===== src/rtl/spi_regmap_pkg.sv =====
// Shared types and the CRC-8 helper for the SPI register-map slave.
package spi_regmap_pkg;

  typedef enum logic [7:0] {
    CMD_RD_SAMPLES = 8'h01,
    CMD_WR_COEFF   = 8'h02,
    CMD_RD_COEFF   = 8'h03
  } cmd_e;

  typedef enum logic [2:0] {
    IDLE    = 3'd0,
    CMD     = 3'd1,
    ADDR    = 3'd2,
    RD_DATA = 3'd3,
    WR_DATA = 3'd4,
    IGNORE  = 3'd5
  } state_e;

  localparam logic [7:0] CRC8_POLY = 8'h07;

  // One bit of a non-reflected CRC-8, MSB first.
  function automatic logic [7:0] crc8_step(input logic [7:0] crc, input logic din);
    logic fb;
    fb = crc[7] ^ din;
    crc8_step = {crc[6:0], 1'b0} ^ (fb ? CRC8_POLY : 8'h00);
  endfunction

endpackage


===== src/rtl/spi_pin_sync.sv =====
// Oversamples the SPI pins into clk_48: 2-FF synchronisers plus a third stage for edges.
// All strobes and levels leave on the same registered stage so they stay aligned.
module spi_pin_sync (
  input  logic clk_48,
  input  logic reset,
  input  logic sclk,
  input  logic cs_n,
  input  logic mosi,
  output logic sclk_rise,
  output logic sclk_fall,
  output logic cs_act,
  output logic cs_rise,
  output logic mosi_s
);

  logic [2:0] sclk_r;
  logic [2:0] cs_r;
  logic [1:0] mosi_r;
  logic       sclk_rise_r;
  logic       sclk_fall_r;
  logic       cs_act_r;
  logic       cs_rise_r;
  logic       mosi_s_r;

  // Synchroniser chains and edge strobes.
  always_ff @(posedge clk_48 or posedge reset) begin
    if (reset) begin
      sclk_r      <= 3'b000;
      cs_r        <= 3'b111;
      mosi_r      <= 2'b00;
      sclk_rise_r <= 1'b0;
      sclk_fall_r <= 1'b0;
      cs_act_r    <= 1'b0;
      cs_rise_r   <= 1'b0;
      mosi_s_r    <= 1'b0;
    end else begin
      sclk_r      <= {sclk_r[1:0], sclk};
      cs_r        <= {cs_r[1:0], cs_n};
      mosi_r      <= {mosi_r[0], mosi};
      sclk_rise_r <= sclk_r[1] & ~sclk_r[2];
      sclk_fall_r <= ~sclk_r[1] & sclk_r[2];
      cs_rise_r   <= cs_r[1] & ~cs_r[2];
      cs_act_r    <= ~cs_r[1];
      mosi_s_r    <= mosi_r[1];
    end
  end

  assign sclk_rise = sclk_rise_r;
  assign sclk_fall = sclk_fall_r;
  assign cs_act    = cs_act_r;
  assign cs_rise   = cs_rise_r;
  assign mosi_s    = mosi_s_r;

endmodule


===== src/rtl/spi_regmap_slave.sv =====
// SPI mode-0 slave: coherent sample snapshot reads plus coefficient register writes/reads.
// Define SPI_REGMAP_CRC_EN to append/check a CRC-8 byte on every payload.
module spi_regmap_slave
  import spi_regmap_pkg::*;
#(
  parameter int N_CH     = 2,
  parameter int SAMPLE_W = 16,
  parameter int N_COEFF  = 10,
  parameter int COEFF_W  = 64
) (
  input  logic                       clk_48,
  input  logic                       reset,
  input  logic                       sclk,
  input  logic                       cs_n,
  input  logic                       mosi,
  output logic                       miso,
  input  logic [N_CH*SAMPLE_W-1:0]   sample_in,
  input  logic                       sample_valid,
  output logic [N_COEFF*COEFF_W-1:0] coeff_out,
  output logic                       coeff_update
);

  localparam int SMP_W = N_CH * SAMPLE_W;
  localparam int TX_W  = (SMP_W > COEFF_W) ? SMP_W : COEFF_W;
`ifdef SPI_REGMAP_CRC_EN
  localparam int CRC_BITS = 8;
`else
  localparam int CRC_BITS = 0;
`endif
  localparam int MAX_BITS = TX_W + 16 + CRC_BITS;
  localparam int CNT_W    = $clog2(MAX_BITS + 1);
  localparam logic [CNT_W-1:0] CNT_MAX  = {CNT_W{1'b1}};
  localparam logic [CNT_W-1:0] CMD_LAST = CNT_W'(7);
  localparam logic [CNT_W-1:0] IDX_LAST = CNT_W'(15);
  localparam logic [CNT_W-1:0] WR_END   = CNT_W'(16 + COEFF_W);
  localparam logic [CNT_W-1:0] WR_FULL  = CNT_W'(16 + COEFF_W + CRC_BITS);

  logic sclk_rise_s, sclk_fall_s, cs_act_s, cs_rise_s, mosi_s;

  spi_pin_sync u_sync (
    .clk_48    (clk_48),
    .reset     (reset),
    .sclk      (sclk),
    .cs_n      (cs_n),
    .mosi      (mosi),
    .sclk_rise (sclk_rise_s),
    .sclk_fall (sclk_fall_s),
    .cs_act    (cs_act_s),
    .cs_rise   (cs_rise_s),
    .mosi_s    (mosi_s)
  );

  state_e                     state_r;
  logic [CNT_W-1:0]           bit_cnt_r;
  logic [6:0]                 rx_r;
  logic                       cmd_wr_r;
  logic [7:0]                 idx_r;
  logic [SMP_W-1:0]           hold_r;
  logic [TX_W-1:0]            tx_r;
  logic [COEFF_W-1:0]         shadow_r;
  logic                       miso_r;
  logic [N_COEFF*COEFF_W-1:0] coeff_out_r;
  logic                       coeff_update_r;
`ifdef SPI_REGMAP_CRC_EN
  logic [7:0]                 crc_r;
  logic [CNT_W-1:0]           tx_left_r;
`endif

  logic [7:0]         rx_byte_s;
  logic [COEFF_W-1:0] rd_word_s;
  logic               idx_ok_s;
  logic               crc_ok_s;

  assign rx_byte_s = {rx_r, mosi_s};
  assign idx_ok_s  = int'(idx_r) < N_COEFF;
`ifdef SPI_REGMAP_CRC_EN
  // Running CRC over index+payload+trailer is zero when the trailer matches.
  assign crc_ok_s  = (crc_r == 8'h00);
`else
  assign crc_ok_s  = 1'b1;
`endif

  // Coefficient selected by the index byte being received; out-of-range reads as zero.
  always_comb begin
    rd_word_s = '0;
    for (int i = 0; i < N_COEFF; i++) begin
      rd_word_s = (int'(rx_byte_s) == i) ? coeff_out_r[(N_COEFF-1-i)*COEFF_W +: COEFF_W] : rd_word_s;
    end
  end

  // Frame FSM, shift registers, coefficient commit and MISO driver.
  always_ff @(posedge clk_48 or posedge reset) begin
    if (reset) begin
      state_r        <= IDLE;
      bit_cnt_r      <= '0;
      rx_r           <= 7'd0;
      cmd_wr_r       <= 1'b0;
      idx_r          <= 8'd0;
      hold_r         <= '0;
      tx_r           <= '0;
      shadow_r       <= '0;
      miso_r         <= 1'b0;
      coeff_out_r    <= '0;
      coeff_update_r <= 1'b0;
`ifdef SPI_REGMAP_CRC_EN
      crc_r          <= 8'h00;
      tx_left_r      <= '0;
`endif
    end else begin
      coeff_update_r <= 1'b0;
      if (sample_valid) hold_r <= sample_in;

      if (cs_rise_s && state_r == WR_DATA && bit_cnt_r >= WR_FULL && idx_ok_s && crc_ok_s) begin
        for (int i = 0; i < N_COEFF; i++) begin
          if (int'(idx_r) == i) coeff_out_r[(N_COEFF-1-i)*COEFF_W +: COEFF_W] <= shadow_r;
        end
        coeff_update_r <= 1'b1;
      end

      if (!cs_act_s) begin
        state_r   <= IDLE;
        bit_cnt_r <= '0;
        rx_r      <= 7'd0;
        tx_r      <= '0;
        shadow_r  <= '0;
        miso_r    <= 1'b0;
`ifdef SPI_REGMAP_CRC_EN
        crc_r     <= 8'h00;
        tx_left_r <= '0;
`endif
      end else begin
        if (state_r == IDLE) state_r <= CMD;

        if (sclk_rise_s) begin
          rx_r <= rx_byte_s[6:0];
          if (bit_cnt_r != CNT_MAX) bit_cnt_r <= bit_cnt_r + CNT_W'(1);
          case (state_r)
            CMD: begin
              if (bit_cnt_r == CMD_LAST) begin
`ifdef SPI_REGMAP_CRC_EN
                crc_r <= 8'h00;
`endif
                case (rx_byte_s)
                  CMD_RD_SAMPLES: begin
                    state_r <= RD_DATA;
                    tx_r    <= TX_W'(hold_r) << (TX_W - SMP_W);
`ifdef SPI_REGMAP_CRC_EN
                    tx_left_r <= CNT_W'(SMP_W);
`endif
                  end
                  CMD_WR_COEFF: begin
                    state_r  <= ADDR;
                    cmd_wr_r <= 1'b1;
                  end
                  CMD_RD_COEFF: begin
                    state_r  <= ADDR;
                    cmd_wr_r <= 1'b0;
                  end
                  default: state_r <= IGNORE;
                endcase
              end
            end
            ADDR: begin
`ifdef SPI_REGMAP_CRC_EN
              crc_r <= crc8_step(crc_r, mosi_s);
`endif
              if (bit_cnt_r == IDX_LAST) begin
                idx_r <= rx_byte_s;
                if (cmd_wr_r) begin
                  state_r <= WR_DATA;
                end else begin
                  state_r <= RD_DATA;
                  tx_r    <= TX_W'(rd_word_s) << (TX_W - COEFF_W);
`ifdef SPI_REGMAP_CRC_EN
                  crc_r     <= 8'h00;
                  tx_left_r <= CNT_W'(COEFF_W);
`endif
                end
              end
            end
            WR_DATA: begin
              if (bit_cnt_r < WR_END) shadow_r <= {shadow_r[COEFF_W-2:0], mosi_s};
`ifdef SPI_REGMAP_CRC_EN
              if (bit_cnt_r < WR_FULL) crc_r <= crc8_step(crc_r, mosi_s);
`endif
            end
            default: ;
          endcase
        end

        // Zeros shift in behind the payload, so bits past the end read 0.
        if (sclk_fall_s && state_r == RD_DATA) begin
`ifdef SPI_REGMAP_CRC_EN
          if (tx_left_r != '0) begin
            miso_r    <= tx_r[TX_W-1];
            tx_r      <= tx_r << 1;
            crc_r     <= crc8_step(crc_r, tx_r[TX_W-1]);
            tx_left_r <= tx_left_r - CNT_W'(1);
          end else begin
            miso_r <= crc_r[7];
            crc_r  <= {crc_r[6:0], 1'b0};
          end
`else
          miso_r <= tx_r[TX_W-1];
          tx_r   <= tx_r << 1;
`endif
        end
      end
    end
  end

  assign miso         = miso_r;
  assign coeff_out    = coeff_out_r;
  assign coeff_update = coeff_update_r;

endmodule

===== config.mk =====
export PLATFORM = sky130hd
export DESIGN_NAME = spi_regmap_slave
export DESIGN_NICKNAME = d
export VERILOG_FILES = /design/src/rtl/spi_regmap_pkg.sv /design/src/rtl/spi_pin_sync.sv /design/src/rtl/spi_regmap_slave.sv
export SDC_FILE = /design/constraint.sdc
export NUM_CORES = 2
export LEC_CHECK = 0
export ABC_CLOCK_PERIOD_IN_PS = 32700
export CAP_MARGIN = 25
export CORE_UTILIZATION = 48
export DETAILED_ROUTE_END_ITERATION = 12
export GPL_ROUTABILITY_DRIVEN = 0
export PLACE_DENSITY = 0.77
export SLEW_MARGIN = 20
export SYNTH_ARGS = -nofsm -noshare
export SYNTH_HDL_FRONTEND = slang
export SYNTH_HIERARCHICAL = 1
export SYNTH_SLANG_ARGS = --single-unit

===== constraint.sdc =====
create_clock -name clk_48 -period 32.7 [get_ports clk_48]
set_input_delay 9.81 -clock clk_48 [delete_from_list [all_inputs] [get_ports clk_48]]
set_output_delay 9.81 -clock clk_48 [all_outputs]
set_load 0.05 [all_outputs]

# Word-level counts from Yosys, hierarchy flattened
# Cells that the tools add are included.
dict set report totals {
  reg_bits 841
  latchBits 0
  ram_bits 0
  rom_bits 0
  in_bits 38
  output_inout_bits 642
  elab_cells 141
  mem_count 0
}
dict set report op_classes {
  n_addsub 1
  mul 0
  div_mod_pow 0
  magnitude_cmp 3
  n_eq_ne 39
  shift 0
  muxes 39
  bitwise_logic 7
  n_reduce_logical 24
}
# op count
set op_table {}
lappend op_table {{$mux W64} 21}
lappend op_table {{$pmux W64 S2} 1}
lappend op_table {{$eq A8 B4 Y1 const B} 8}
lappend op_table {{$mux W7} 5}
lappend op_table {{$eq A8 B2 Y1 const B} 4}
lappend op_table {{$eq A8 B3 Y1 const B} 4}
lappend op_table {{$eq A8 B5 Y1 const B} 4}
lappend op_table {{$reduce_and A2 Y1} 11}
lappend op_table {{$ne A4 B4 Y1 const B} 5}
lappend op_table {{$mux W3} 6}
lappend op_table {{$logic_not A8 Y1} 2}
lappend op_table {{$pmux W3 S2} 2}
lappend op_table {{$eq A8 B1 Y1 const B} 1}
lappend op_table {{$lt A8 B4 Y1 const B} 1}
lappend op_table {{$ne A2 B2 Y1 const B} 4}
lappend op_table {{$add A7 B1 Y7 const B} 1}
lappend op_table {{$eq A7 B3 Y1 const B} 1}
lappend op_table {{$eq A7 B4 Y1 const B} 1}
lappend op_table {{$ge A7 B7 Y1 const B} 1}
lappend op_table {{$lt A7 B7 Y1 const B} 1}
lappend op_table {{$ne A7 B7 Y1 const B} 1}
lappend op_table {{$eq A3 B2 Y1 const B} 2}
lappend op_table {{$reduce_and A6 Y1} 1}
lappend op_table {{$reduce_and A5 Y1} 1}
lappend op_table {{other kinds (14)} 24}

# Longest topological paths before layout
dict set report depth {
  ltp_word 17
  mapped_depth 9
}

# Modules after synthesis
# The synthesis kept the hierarchy.
# mod instances cells_per_inst area_each_um2 seq_area_each_um2
set by_module_without_submodules {}
lappend by_module_without_submodules {spi_regmap_slave 1 3008 37843.8 20719.9}
lappend by_module_without_submodules {spi_pin_sync 1 18 357.8 329.1}

# Worst setup path after synthesis
# No wires, ideal clock.
dict set report synth_path {
  path_type {in2reg}
  from {input sample_valid}
  to {register hold_r[0]}
  arrival_ns 10.685
  t_required_ns 32.575
  slack_ns 21.890
  cell_stages 3
  path_buffers 2
  path_cell_list {clkbuf_1 -> buf_1 -> mux2_2}
}
# item line
set synth_rtl {}
lappend synth_rtl {{start: declaration} spi_regmap_slave.sv:18} ;# input logic sample_valid,
lappend synth_rtl {{end signal: assignment} spi_regmap_slave.sv:111} ;# if (sample_valid) hold_r <= sample_in;
lappend synth_rtl {{end: declaration} spi_regmap_slave.sv:58} ;# logic [SMP_W-1:0] hold_r;
# No word-level cell between the ends.

==> flow_summary.toml <==
[outcome]
run_status = "finished clean"

[setup_path]
r2r_cells = 7
reg2reg_slack_ps = 28570
crit-reg2reg-capture = "coeff_out[516]$_DFFE_PP0P_"
critPathMaxStageDelay_ps = 690
worstSetupPathType = "primary input to asynchronous set/reset pin"
crit_top_cell = "buf_12"
critPathLaunch = "reset"
endpoint_kind = "asynchronous set/reset pin"
startpoint_type = "primary input"
critPathCapture = "rx_r[0]$_DFFE_PP0P_"
cp.arrival_ps = 12600
slowest_stage = "buf_4"
cp_max_fo = 118
crit_chain = "clkdlybuf4s50_1 -> clkinvlp_4 -> buf_12 -> buf_4 -> buf_12 -> buf_16"
r2r_start = "state_r[0]$_DFF_PP0_"
critPathRequiredTime_ps = 33380

[timing]
max_freq_mhz = 83.92
maxSlewViolCount = 0
tightest_slew_ps = 1061
rsz0062_at_grt = "false"
min_period_ps = 11920
fin_hold_ws_ps = 349.9
finalHoldViolCount = 0
setup_violations = 0
fin_setup_tns_ps = 0
relSlewSlack_pct = 29.29
skew_ps = 41.24
post-route-period-util_pct = 36.44

[power_and_ir_drop]
power.share.switching_pct = 23.01
power_frac_seq_pct = 47.9
switchingPower_uw = 508.1
combinationalPowerShare_pct = 4.1
ir_drop_mv = 0.04889
p_clk_share_pct = 48.0
powerDensity_nw_per_um2 = 45.18
p_int_uw = 1700
totalPowerFinal_uw = 2208
leakagePower_uw = 0.02167

[synthesis]
yosys.cell_count.top_type = "dfrtp_1"
synth_top_area_share_pct = 54.89
synthesis.area_sq_um = 38200
synth.area.top_cells = "dfrtp_1 55%, mux2_2 20%, mux4_2 3.9%, o21ai_0 2.9%, nand2_1 2.7%"
avgSynthCellArea_sq_um = 12.62
synth_top_area_cell = "dfrtp_1"
ys.flop_type = "dfrtp_1"
synth_cell_type_count = 61
ys_ff_latch = 841
syn_inst = 3026
netlist_top_cells_count = "838 x dfrtp_1, 667 x mux2_2, 275 x nand2_1, 221 x o21ai_0, 202 x clkbuf_1"
ys_seq_area_share_pct = 55.10
async_flop_share_pct = 100.0
yosysWarningCount = 6
synth-edff-count = 0
syn-num-nets = 3066

[clocking]
tritoncts = "built"
cts_sinks = 841
htreeDepth = 3
cts_inserted_buffers = 90
post_cts_buffers = 0
postCtsHoldBufs = 0
cts_resized = 0
insertion_delay_ps = 650
clkSlewWorstSetupHoldPaths_ps = 60
clock_path_buffers = 3
clockRootBuffer = "clkbuf_16"

[place]
dp_hpwl_um = 82730
io_buffer_count = 679

[detailed_routing]
drcViolationCount = 0
drt-initial-drc-count = 2377
viasPerCell = 6.151
drtAntennaViolNets = 0
dr.pass1.iters = 5
routed_wl_um = 132300
via_count = 28870
wl_per_cell_um = 28.18

[final_layout]
fillerInstances = 6133
layout.nets = 3604
regArea_sq_um = 21060
area_growth_pct = 27.96
drive_gt1_share_pct = 27.07
multi_input_area_sq_um = 15890
utilization_pct = 61.98

[floorplan]
dieArea_sq_um = 80720
ios = 680
start_util_pct = 48.44
die_w_um = 284.1
rows = 103
fp.dieH_um = 284.1
core_area_sq_um = 78870

[grt]
grt_first_pass_wirelength_um = 195800
grt_pass1_vias = 29160
gr-total-overflow = 0
grt_antenna_before_repair = 12
track_usage_pct = 32.32
grt_max_degree = 193

[min_path]
hold_class = "register to register"

[run]
cap_violations = 0
==> how the worst min path moves through the flow <==
stage / slack, ps / startpoint / depth (start not counted) / endpoint
global route: 370 / u_sync/cs_r[0]$_DFF_PP1_ / 0 / u_sync/cs_r[1]$_DFF_PP1_
CTS: 350 / u_sync/mosi_r[0]$_DFF_PP0_ / 0 / u_sync/mosi_r[1]$_DFF_PP0_
finish: 350 / u_sync/mosi_r[0]$_DFF_PP0_ / 0 / u_sync/mosi_r[1]$_DFF_PP0_
detailed placement: 340 / u_sync/mosi_r[0]$_DFF_PP0_ / 0 / u_sync/mosi_r[1]$_DFF_PP0_
global placement: 330 / u_sync/mosi_r[0]$_DFF_PP0_ / 0 / u_sync/mosi_r[1]$_DFF_PP0_
floorplan: 330 / u_sync/mosi_r[0]$_DFF_PP0_ / 0 / u_sync/mosi_r[1]$_DFF_PP0_
==> cell families after synthesis <==
family | share of synthesized area (%)
DFF | 55.10
muxes | 26.06
AOI/OAI and AO/OA | 9.708
and+or+nand+nor | 5.362
buffers and inverters | 3.567
xor gates and xnor gates | 0.1376
adders and majority gates | 0.06549
==> metrics by stage <==
stage / worst slack, ps / cell area [sq um] / std cells
finish: 20780 / 48880 / 4693
global placement: 19750 / 45560 / 4513
global route: 20380 / 48880 / 4693
floorplan: 11520 / 38210 / 3026
detailed placement: 19750 / 45610 / 4516
CTS: 20440 / 48720 / 4683
==> power groups by stage <==
stage,registers [uW],clock network (uW),logic [uW]
after floorplan,1070,0,61.1
after global placement,1080,0,87.8
after detailed placement,1080,0,89.0
after CTS,1060,1080,89.3
after global routing,1060,1120,98.9
final,1060,1060,90.6
==> critical path: cells and delay by family <==
family	cells	cell delay (ps)
buf+inv	6	2680
==> layout make-up <==
class                   count  share of cell area, %
clock inverters            38                 0.9573
flip-flops and latches    841                  43.08
inverters                   9                0.07679
clock buffers             129                  5.401
well taps                1050                  2.688
multi-input cells        1879                  32.51
diodes                      4                0.02048
repair buffers            743                  15.26
==> cells in the final DEF (no fill, tap or decap), types with 7 or more instances in the layout <==
cell type,count
mux4_2,66
bufinv_16,7
a31oi_1,25
nor2_1,77
clkbuf_1,16
clkbuf_8,22
mux2_1,38
nor2_4,7
o31ai_1,30
nand3_1,41
clkbuf_16,91
a21oi_1,70
buf_12,7
nand2_1,274
o21ai_0,221
dfrtp_1,835
o211ai_1,33
clkdlybuf4s50_1,678
o221ai_1,22
a22oi_1,26
nor3_1,12
nor2b_1,15
o32ai_1,23
mux2_2,667
clkinv_2,19
a221oi_1,37
a21boi_0,65
mux2i_1,53
buf_4,52
==> per-layer routing <==
layer  GRT usage (%)  part of all wire (%)
met3           6.982                   8.2
met5               0                 0.017
met1           43.40                    40
met4           16.67                   5.2
met2           49.54                    46
==> state kept, by name, indices dropped and copies added, names as in the netlist <==
| name | count |
|---|---|
| hold_r | 32 |
| u_sync/cs_rise | 1 |
| u_sync/mosi_s | 1 |
| bit_cnt_r | 7 |
| idx_r | 8 |
| coeff_out | 640 |
| u_sync/sclk_fall | 1 |
| tx_r | 64 |
| u_sync/sclk_r | 3 |
| miso | 1 |
| u_sync/sclk_rise | 1 |
| u_sync/cs_r | 3 |
| cmd_wr_r | 1 |
| state_r | 3 |
| shadow_r | 64 |
| coeff_update | 1 |
| u_sync/mosi_r | 2 |
| rx_r | 7 |
| u_sync/cs_act | 1 |
(Power assumes the default switching activity.)
